`config.mk`:
```
export PLATFORM = sky130hd
export DESIGN_NAME = spin_sequencer
export DESIGN_NICKNAME = d
export VERILOG_FILES = /design/src/rtl/slot_pkg.sv /design/src/rtl/btn_sync_edge.sv /design/src/rtl/spin_sequencer.sv
export SDC_FILE = /design/constraint.sdc
export NUM_CORES = 1
export LEC_CHECK = 0
export CORE_ASPECT_RATIO = 0.7
export CORE_MARGIN = 2
export CORE_UTILIZATION = 50
export CTS_CLUSTER_SIZE = 14
export DETAILED_ROUTE_END_ITERATION = 7
export PLACE_DENSITY_LB_ADDON = 0.1
export SLEW_MARGIN = 25
export SYNTH_ARGS = -nofsm -noshare
export SYNTH_HDL_FRONTEND = slang
export SYNTH_HIERARCHICAL = 1
export SYNTH_SLANG_ARGS = --single-unit
```
`constraint.sdc`:
```
create_clock -name clk -period 4.4 [get_ports clk]
set_input_delay 1.32 -clock clk [delete_from_list [all_inputs] [get_ports clk]]
set_output_delay 1.32 -clock clk [all_outputs]
set_load 0.02 [all_outputs]
```
`src/rtl/slot_pkg.sv`:
```
// Shared types, widths and helpers for the slot machine game-flow logic.
package slot_pkg;

    localparam int SPRITE_W   = 3;
    localparam int REEL_IDX_W = 4;
    localparam int WIN_W      = 8;
    localparam int CREDIT_W   = 10;

    localparam logic [CREDIT_W-1:0] CREDIT_MAX = 10'd999;

    typedef enum logic [2:0] {
        IDLE,
        REQ,
        LAUNCH,
        SPIN,
        WIN,
        TOTAL
    } spin_state_t;

    // Symbol index to sprite: indices 8..15 have no sprite and saturate to 7.
    function automatic logic [SPRITE_W-1:0] reel_to_sprite(input logic [REEL_IDX_W-1:0] idx);
        return idx[REEL_IDX_W-1] ? 3'd7 : idx[SPRITE_W-1:0];
    endfunction

    // The display has three digits, so balances above 999 are shown as 999.
    function automatic logic [CREDIT_W-1:0] clamp_credit(input logic [CREDIT_W-1:0] c);
        return (c > CREDIT_MAX) ? CREDIT_MAX : c;
    endfunction

endpackage

```
`src/rtl/btn_sync_edge.sv`:
```
// Two-flop synchronizer for the raw start button plus a registered
// rising-edge pulse (one clock wide).
module btn_sync_edge (
    input  logic i_clk,
    input  logic i_rst,
    input  logic i_btn,
    output logic o_rise
);

    logic r_meta;
    logic r_sync;
    logic r_sync_d;
    logic r_rise;

    // Synchronize the button and flag the cycle after it goes high.
    always_ff @(posedge i_clk or posedge i_rst) begin
        if (i_rst) begin
            r_meta   <= 1'b0;
            r_sync   <= 1'b0;
            r_sync_d <= 1'b0;
            r_rise   <= 1'b0;
        end else begin
            r_meta   <= i_btn;
            r_sync   <= r_meta;
            r_sync_d <= r_sync;
            r_rise   <= r_sync & ~r_sync_d;
        end
    end

    assign o_rise = r_rise;

endmodule

```
`src/rtl/spin_sequencer.sv`:
```
// Game-flow controller: start press -> MCU result request -> reel launch ->
// win display -> total display. Owns the displayed credit value.
// Optional build macro SPIN_WATCHDOG_EN: bounds the wait for anim_done by
// SPIN_TIMEOUT_CYCLES and then continues as if the animation had finished.
module spin_sequencer
    import slot_pkg::*;
#(
    parameter int WIN_HOLD_CYCLES     = 25_000_000,
    parameter int FLASH_HALF_CYCLES   = 3_125_000,
`ifdef SPIN_WATCHDOG_EN
    parameter int SPIN_TIMEOUT_CYCLES = 250_000_000,
`endif
    parameter int REQ_TIMEOUT_CYCLES  = 50_000_000
) (
    input  logic                  clk,
    input  logic                  reset,
    input  logic                  start_btn,
    input  logic                  result_valid,
    input  logic [REEL_IDX_W-1:0] reel1_idx,
    input  logic [REEL_IDX_W-1:0] reel2_idx,
    input  logic [REEL_IDX_W-1:0] reel3_idx,
    input  logic [WIN_W-1:0]      win_credits,
    input  logic                  is_win,
    input  logic [CREDIT_W-1:0]   total_credits,
    input  logic                  anim_done,
    output logic                  spin_req,
    output logic                  start_spin,
    output logic [SPRITE_W-1:0]   reel1_sprite,
    output logic [SPRITE_W-1:0]   reel2_sprite,
    output logic [SPRITE_W-1:0]   reel3_sprite,
    output logic [CREDIT_W-1:0]   disp_value,
    output logic                  win_flash,
    output logic                  busy,
    output logic                  done,
    output logic                  err
);

    localparam logic [31:0] REQ_LAST   = 32'(REQ_TIMEOUT_CYCLES - 1);
    localparam logic [31:0] WIN_LAST   = 32'(WIN_HOLD_CYCLES - 1);
    localparam logic [31:0] FLASH_LAST = 32'(FLASH_HALF_CYCLES - 1);
`ifdef SPIN_WATCHDOG_EN
    localparam logic [31:0] SPIN_LAST  = 32'(SPIN_TIMEOUT_CYCLES - 1);
`endif

    spin_state_t r_state, w_next;

    logic [31:0] r_cnt;
    logic [31:0] r_fcnt;
    logic        w_start_rise;
    logic        w_take_result;
    logic        w_req_timeout;
    logic        w_spin_end;
    logic        w_cnt_en;
    logic        w_flash_tgl;

    logic [SPRITE_W-1:0] r_reel1, r_reel2, r_reel3;
    logic [WIN_W-1:0]    r_win_q;
    logic                r_is_win_q;
    logic [CREDIT_W-1:0] r_total_q;

    logic                r_spin_req, r_start_spin, r_win_flash, r_busy, r_done, r_err;
    logic [CREDIT_W-1:0] r_disp;

    btn_sync_edge u_btn (
        .i_clk  (clk),
        .i_rst  (reset),
        .i_btn  (start_btn),
        .o_rise (w_start_rise)
    );

    // Next-state decode; also flags result capture and request timeout.
    always_comb begin
        w_next        = r_state;
        w_take_result = 1'b0;
        w_req_timeout = 1'b0;
        w_spin_end    = 1'b0;
        w_cnt_en      = 1'b0;
        case (r_state)
            IDLE: begin
                if (w_start_rise) w_next = REQ;
            end
            REQ: begin
                w_cnt_en = 1'b1;
                // A result on the timeout cycle still counts as a result.
                if (result_valid) begin
                    w_take_result = 1'b1;
                    w_next        = LAUNCH;
                end else if (r_cnt == REQ_LAST) begin
                    w_req_timeout = 1'b1;
                    w_next        = IDLE;
                end
            end
            LAUNCH: begin
                w_next = SPIN;
            end
            SPIN: begin
`ifdef SPIN_WATCHDOG_EN
                w_cnt_en   = 1'b1;
                w_spin_end = anim_done || (r_cnt == SPIN_LAST);
`else
                w_spin_end = anim_done;
`endif
                if (w_spin_end) w_next = r_is_win_q ? WIN : TOTAL;
            end
            WIN: begin
                w_cnt_en = 1'b1;
                if (r_cnt == WIN_LAST) w_next = TOTAL;
            end
            TOTAL: begin
                w_next = IDLE;
            end
            default: begin
                w_next = IDLE;
            end
        endcase
    end

    assign w_flash_tgl = (r_fcnt == FLASH_LAST);

    // State register.
    always_ff @(posedge clk or posedge reset) begin
        if (reset) r_state <= IDLE;
        else       r_state <= w_next;
    end

    // Per-state cycle counter (cleared on every state change) and flash phase counter.
    always_ff @(posedge clk or posedge reset) begin
        if (reset) begin
            r_cnt  <= '0;
            r_fcnt <= '0;
        end else begin
            if (w_next != r_state || !w_cnt_en) r_cnt <= '0;
            else                                r_cnt <= r_cnt + 32'd1;
            if (r_state != WIN || w_next != WIN || w_flash_tgl) r_fcnt <= '0;
            else                                                r_fcnt <= r_fcnt + 32'd1;
        end
    end

    // Capture the MCU result (sprites mapped, balance clamped) when accepted in REQ.
    always_ff @(posedge clk or posedge reset) begin
        if (reset) begin
            r_reel1    <= '0;
            r_reel2    <= '0;
            r_reel3    <= '0;
            r_win_q    <= '0;
            r_is_win_q <= 1'b0;
            r_total_q  <= '0;
        end else if (w_take_result) begin
            r_reel1    <= reel_to_sprite(reel1_idx);
            r_reel2    <= reel_to_sprite(reel2_idx);
            r_reel3    <= reel_to_sprite(reel3_idx);
            r_win_q    <= win_credits;
            r_is_win_q <= is_win;
            r_total_q  <= clamp_credit(total_credits);
        end
    end

    // Registered outputs decoded from the state being entered, so they line up
    // with the state they describe. The display holds its old value while the
    // reels spin so the new balance is not revealed early. Flash starts lit on
    // WIN entry and inverts every FLASH_HALF_CYCLES.
    always_ff @(posedge clk or posedge reset) begin
        if (reset) begin
            r_spin_req   <= 1'b0;
            r_start_spin <= 1'b0;
            r_busy       <= 1'b0;
            r_done       <= 1'b0;
            r_win_flash  <= 1'b0;
            r_disp       <= '0;
            r_err        <= 1'b0;
        end else begin
            r_spin_req   <= (w_next == REQ);
            r_start_spin <= (w_next == LAUNCH);
            r_busy       <= (w_next != IDLE);
            r_done       <= (w_next == TOTAL);
            if (w_next == WIN)
                r_win_flash <= (r_state != WIN) ? 1'b1 : (r_win_flash ^ w_flash_tgl);
            else
                r_win_flash <= 1'b0;
            case (w_next)
                WIN:         r_disp <= {{(CREDIT_W-WIN_W){1'b0}}, r_win_q};
                IDLE, TOTAL: r_disp <= r_total_q;
                default:     r_disp <= r_disp;
            endcase
            if (w_req_timeout)                       r_err <= 1'b1;
            else if (r_state == IDLE && w_start_rise) r_err <= 1'b0;
        end
    end

    assign spin_req     = r_spin_req;
    assign start_spin   = r_start_spin;
    assign reel1_sprite = r_reel1;
    assign reel2_sprite = r_reel2;
    assign reel3_sprite = r_reel3;
    assign disp_value   = r_disp;
    assign win_flash    = r_win_flash;
    assign busy         = r_busy;
    assign done         = r_done;
    assign err          = r_err;

endmodule

```
# After elaboration in Yosys (flattened, before gate mapping)
# Index checks and enable logic that the tools add are counted.
# Widths: inputs -> output; s select.
[word_totals] ff_bits=115 in_bits=36 output_inout_bits=25
[op_classes] n_addsub=2 n_lt_le_gt_ge=1 n_eq_ne=14 mux=24 bitwise=3 reduce_logical=12
[op_table] cell="$add 32x1->32 const B" count=2
[op_table] cell="$mux 32" count=2
[op_table] cell="$eq 32x22->1 const B" count=1
[op_table] cell="$eq 32x25->1 const B" count=1
[op_table] cell="$eq 32x26->1 const B" count=1
[op_table] cell="$mux 3" count=8
[op_table] cell="$pmux 10 s2" count=1
[op_table] cell="$pmux 3 s5" count=1
[op_table] cell="$mux 1" count=11
[op_table] cell="$gt 10x10->1 const B" count=1
[op_table] cell="$mux 10" count=1
[op_table] cell="$eq 3x2->1 const B" count=3
[op_table] cell="$eq 3x3->1 const B" count=3
[op_table] cell="$eq 3x1->1 const B" count=2
[op_table] cell="$logic_not 3->1" count=2
[op_table] cell="$ne 3x3->1 const B" count=2
[op_table] cell="$reduce_bool 2->1" count=2
[op_table] cell="$reduce_or 2->1" count=2
[op_table] cell="$logic_or 1x1->1" count=3
[op_table] cell="$ne 3x3->1" count=1
[op_table] cell="$reduce_bool 3->1" count=1
[op_table] cell="$and 1x1->1" count=1
[op_table] cell="$logic_and 1x1->1" count=1
[op_table] cell="$logic_not 1->1" count=1
[op_table] cell="other kinds (2)" count=2

# Logic depth before layout (Yosys ltp)
[depth] word_depth=8 depth_mapped=9 ltp_nobuf=7

# Cells and area by module
# The synthesis kept the hierarchy.
[modules_own_cells] module="spin_sequencer" n_inst=1 cells_per_inst=531 area_each_um2=5146.2 seq_area_each_um2=2777.7
[modules_own_cells] module="btn_sync_edge" n_inst=1 cells_per_inst=6 area_each_um2=117.6 seq_area_each_um2=100.1

# Worst setup path before layout
# No wires, ideal clock.
[synth_timing] kind="input to register" start="input anim_done" end="register r_disp[0], in the netlist disp_value[0]" setup_ps=126 t_arrival_ps=2487 setup_slack_ps=1787 cell_stages=7 n_path_buf=1 path_cell_list="and2_1 -> o32a_1 -> o31ai_4 -> and2_1 -> nand2b_1 -> buf_4 -> a221o_1"
[synth_between] elab_chain_cells=5 elab_cells_between_ends=8 classes_between="eq/ne: 2; mux: 3; reduce/logical: 3"
[synth_rtl] item="start, declared" line_no="spin_sequencer.sv:25" text="input logic anim_done,"
[synth_rtl] item="$mux 3 (*)" line_no="spin_sequencer.sv:103" text="if (w_spin_end) w_next = r_is_win_q ? WIN : TOTAL;"
[synth_rtl] item="$pmux 3 s5 (*)" line_no="spin_sequencer.sv:78" text="case (r_state)"
[synth_rtl] item="$eq 3x3->1 or $logic_not 3->1 (tied branches)" line_no="spin_sequencer.sv:180" text="case (w_next)"
[synth_rtl] item="$reduce_or 2->1" line_no="spin_sequencer.sv:180"
[synth_rtl] item="$pmux 10 s2 or $reduce_bool 2->1 (tied branches)"
[synth_rtl] item="end signal, assigned" line_no="spin_sequencer.sv:181" text="WIN: r_disp <= {{(CREDIT_W-WIN_W){1'b0}}, r_win_q};"
[synth_rtl] item="end signal, assigned" line_no="spin_sequencer.sv:182" text="IDLE, TOTAL: r_disp <= r_total_q;"
[synth_rtl] item="end signal, assigned" line_no="spin_sequencer.sv:183" text="default: r_disp <= r_disp;"
[synth_rtl] item="end, declared" line_no="spin_sequencer.sv:62" text="logic [CREDIT_W-1:0] r_disp;"
# Every way passes the cells marked *; elsewhere a longest branch is shown, timed or not.
# A chain may end at the register's enable or synchronous reset.

# Worst setup path in the final report
[layout_timing] start="input anim_done" end="register r_fcnt[5]"
[layout_between] elab_chain_cells=6
[layout_rtl] item="$mux 3" line_no="spin_sequencer.sv:103"
[layout_rtl] item="$pmux 3 s5" line_no="spin_sequencer.sv:78"
[layout_rtl] item="$ne 3x3->1" line_no="spin_sequencer.sv:134" text="if (r_state != WIN || w_next != WIN || w_flash_tgl) r_fcnt <= '0;"
[layout_rtl] item="$logic_or 1x1->1 (2 in series)" line_no="spin_sequencer.sv:134"
[layout_rtl] item="$mux 32" line_no="spin_sequencer.sv:134"
[layout_rtl] item="end signal, assigned" line_no="spin_sequencer.sv:135" text="else r_fcnt <= r_fcnt + 32'd1;"
[layout_rtl] item="end, declared" line_no="spin_sequencer.sv:48" text="logic [31:0] r_fcnt;"
# Every way passes these cells.

==> metrics.md <==
| Metric | Value |
|---|---|
| Outcome | `complete, no violations` |
| Internal power of the cells | `2.57 mW` |
| Leading cell type in the layout, fill and taps excluded | `sky130_fd_sc_hd__dfrtp_1` |
| First-pass iteration count of the detailed router | `5` |
| Netlist area before placement | `0.00526 mm^2` |
| Worst-Margin Slew | `0.762 ns` |
| Path type of the worst min-delay path | `reg2reg` |
| Pin count of the biggest net entering global routing | `41` |
| Worst EP required | `4.72 ns` |
| Sw frac | `0.314` |
| Nature of the critical path startpoint | `input port` |
| Sequential-to-total area share from yosys stat | `0.547` |
| Remaining DRCs | `0` |
| Highest-count cells in the layout ignoring fill and taps | `sky130_fd_sc_hd__dfrtp_1, sky130_fd_sc_hd__nor2_1, sky130_fd_sc_hd__nand2_1` |
| Dominant synthesized flop cell | `sky130_fd_sc_hd__dfrtp_1` |
| Number of cells after detailed placement | `718` |
| Die Outline Area | `0.0114 mm^2` |
| N_diodes | `0` |
| Worst skew pair latency | `0.41 ns` |
| Unrepaired setup endpoints after global routing | `false` |
| Relative area change from synthesis to final layout | `25.6%` |
| Worst clock skew | `0.00733 ns` |
| Count of unique library cells instantiated by Yosys | `44` |
| Wirelength, routed | `11200 um` |
| Remaining antenna violation count after routing | `0` |
| Peak fanout along the critical path | `32` |
| Buffers inserted by post-CTS timing repair | `0` |
| Max frequency | `0.334 GHz` |
| Number of buffers added to fix hold violations after cts | `0` |
| CORE AREA | `0.0103 mm^2` |
| Total Routing Usage GR | `0.212` |
| Critical Setup Path Class | `in2reg` |
| GR Overflow Total | `0` |
| DP Wirelength | `7730 um` |
| Combinational group share of total power | `0.258` |
| Cell chosen for the clock root | `sky130_fd_sc_hd__clkbuf_16` |
| Worst Setup End Kind | `register` |
| Number of levels in the clock H-tree | `4` |
| Deepest clock path buffer count | `2` |
| Sw Pwr | `1.17 mW` |
| Worst vdd ir | `0.299 mV` |
| Starting DRT DRC Count | `328` |
| Leakage power summed over all cells | `2.84 nW` |
| TritonCTS Buffers | `17` |
| Boundary Pins | `61` |
| Effective utilization at floorplan | `0.512` |
| Average cell area after synthesis | `9.80 um^2` |
| Routed via count | `4006` |
| Die Y-Extent | `89.8 um` |
| Post-route clock period utilization | `0.680` |
| Tightest slew margin relative to the limit | `0.488` |
| Antenna violations before repair | `0` |
| TritonCTS Sinks | `115` |
| Ratio of routed vias to standard cells | `5.34` |
| Part of the power in registers | `0.376` |
| Number of maximum-capacitance violations | `0` |
| Synthesis warning total | `6` |
| DIE WIDTH | `127 um` |
| Number of nets in the final layout | `643` |
| Power Density | `566 mW/mm^2` |
| Flip-flop and latch count after synthesis | `115` |
| Power consumption | `3.74 mW` |
| Share of cells above drive strength 1 | `0.0825` |
| Synthesized Nets | `575` |
| Signal arrival time at the worst endpoint | `3.31 ns` |
| Final design area excluding fillers | `0.00661 mm^2` |
| Synthesized instance count | `537` |
| Slew Viols, Final | `0` |
| Total of buffers placed on input and output ports | `60` |
| Clock tree from TritonCTS | `built` |
| Final weighted congestion of routability-driven global placement | `0.807` |
| Number of placement rows | `31` |
| Number of standard cells in the layout, taps in and fillers out | `750` |
| Global-route wire length before repair | `19300 um` |
| Setup violation total in the final timing report | `0` |
| Resize count post-CTS | `0` |
| Final worst path period need | `2.99 ns` |
| Number of synthesized flops with an enable pin | `0` |
| Clock-pin slew on the worst setup and hold paths | `0.06 ns` |
| Final core utilization | `0.643` |
| Clk pwr share | `0.366` |
| Final sum of negative setup slack | `0 ns` |
| Number of hold violations in the final report | `0` |
| Average wire per cell in the routed design | `14.9 um` |
| Post-synthesis async set-or-reset flop share | `1.00` |
| Area after DPL | `0.00602 mm^2` |
| Via count of the first global-routing pass | `3970` |
## area by class of cell
type                       count  area (um^2)
inverter                      16         62.6
sequential                   115         2880
clock buffer                  20          467
clock inverter                12          131
timing repair buffer          66          658
multi-input combinational    389         2250
tap                          132          165
fill                         813         3660
## final timing paths
path / from / to / slack [ns] / depth (start not counted)
min in group asynchronous: reset / u_btn/r_meta$_DFF_PP0_ / 1.18 / 2
max in group asynchronous: reset / disp_value[1]$_DFFE_PP0P_ / 2.39 / 3
max: anim_done / r_fcnt[5]$_DFF_PP0_ / 1.41 / 7
min: u_btn/r_meta$_DFF_PP0_ / u_btn/r_sync$_DFF_PP0_ / 0.37 / 0
min reg2reg: u_btn/r_meta$_DFF_PP0_ / u_btn/r_sync$_DFF_PP0_ / 0.37 / 0
max reg2reg: r_cnt[7]$_DFF_PP0_ / r_fcnt[5]$_DFF_PP0_ / 1.83 / 6
## metrics by stage
stage | setup WS [ns] | hold slack, ns
floorplan | 0.149 | 0.331
global placement | 1.09 | 0.334
detailed placement | 0.965 | 0.354
CTS | 1.40 | 0.370
global route | 1.22 | 0.372
finish | 1.41 | 0.366
## cells by family (layout without fill, tap and decap cells)
logic type | Yosys count | in the layout | synth area share
AOI/OAI and AO/OA | 44 | 44 | 0.0637
xor gates and xnor gates | 58 | 58 | 0.0965
buffers and inverters | 33 | 114 | 0.0261
DFF | 115 | 115 | 0.547
and+or+nand+nor | 285 | 285 | 0.262
adders and majority gates | 2 | 2 | 0.00475
## registers in the layout, indices dropped and copies added (netlist names), 3 cells and up
name,count
reel1_sprite,3
r_total_q,10
r_win_q,8
reel3_sprite,3
r_state,3
r_cnt,32
r_fcnt,32
reel2_sprite,3
disp_value,10
## power groups by stage
stage | Combinational, mW | Sequential (mW) | Clock [mW]
2_1_floorplan | 0.527 | 1.49 | 0
3_3_place_gp | 0.950 | 1.42 | 0
3_5_place_dp | 0.972 | 1.42 | 0
4_1_cts | 0.975 | 1.41 | 1.39
5_1_grt | 1.07 | 1.43 | 1.45
6_report | 0.965 | 1.41 | 1.37
## critical path, stage by stage
cell and delay, ns:
sky130_fd_sc_hd__clkdlybuf4s50_1 0.49, sky130_fd_sc_hd__and2_1 0.13, sky130_fd_sc_hd__o32a_1 0.18, sky130_fd_sc_hd__o31ai_4 0.10, sky130_fd_sc_hd__a21oi_2 0.22, sky130_fd_sc_hd__nand3b_2 0.57, sky130_fd_sc_hd__nor2_1 0.29
## routing by layer
layer	wire length, um	vias up	GRT usage	part of all wire
met5	0	-	0	0
met4	113	0	0.0833	0.010
met3	447	10	0.0595	0.040
met2	5000	71	0.306	0.45
met1	5620	1972	0.305	0.50
li1	-	1953	-	-
## cell usage after synthesis, types with 9 or more instances
master | count | share of area
sky130_fd_sc_hd__nand2_1 | 82 | 0.058
sky130_fd_sc_hd__and3_1 | 14 | 0.017
sky130_fd_sc_hd__nor2_1 | 90 | 0.064
sky130_fd_sc_hd__nand3_1 | 34 | 0.032
sky130_fd_sc_hd__nor3_1 | 9 | 0.0086
sky130_fd_sc_hd__nand4_1 | 11 | 0.013
sky130_fd_sc_hd__nor4_1 | 10 | 0.012
sky130_fd_sc_hd__and2_1 | 10 | 0.012
sky130_fd_sc_hd__o21ai_0 | 15 | 0.014
sky130_fd_sc_hd__inv_1 | 16 | 0.011
sky130_fd_sc_hd__xnor2_1 | 31 | 0.052
sky130_fd_sc_hd__xor2_1 | 27 | 0.045
sky130_fd_sc_hd__dfrtp_1 | 115 | 0.55
Note: power is estimated with default switching activity, not from simulation.
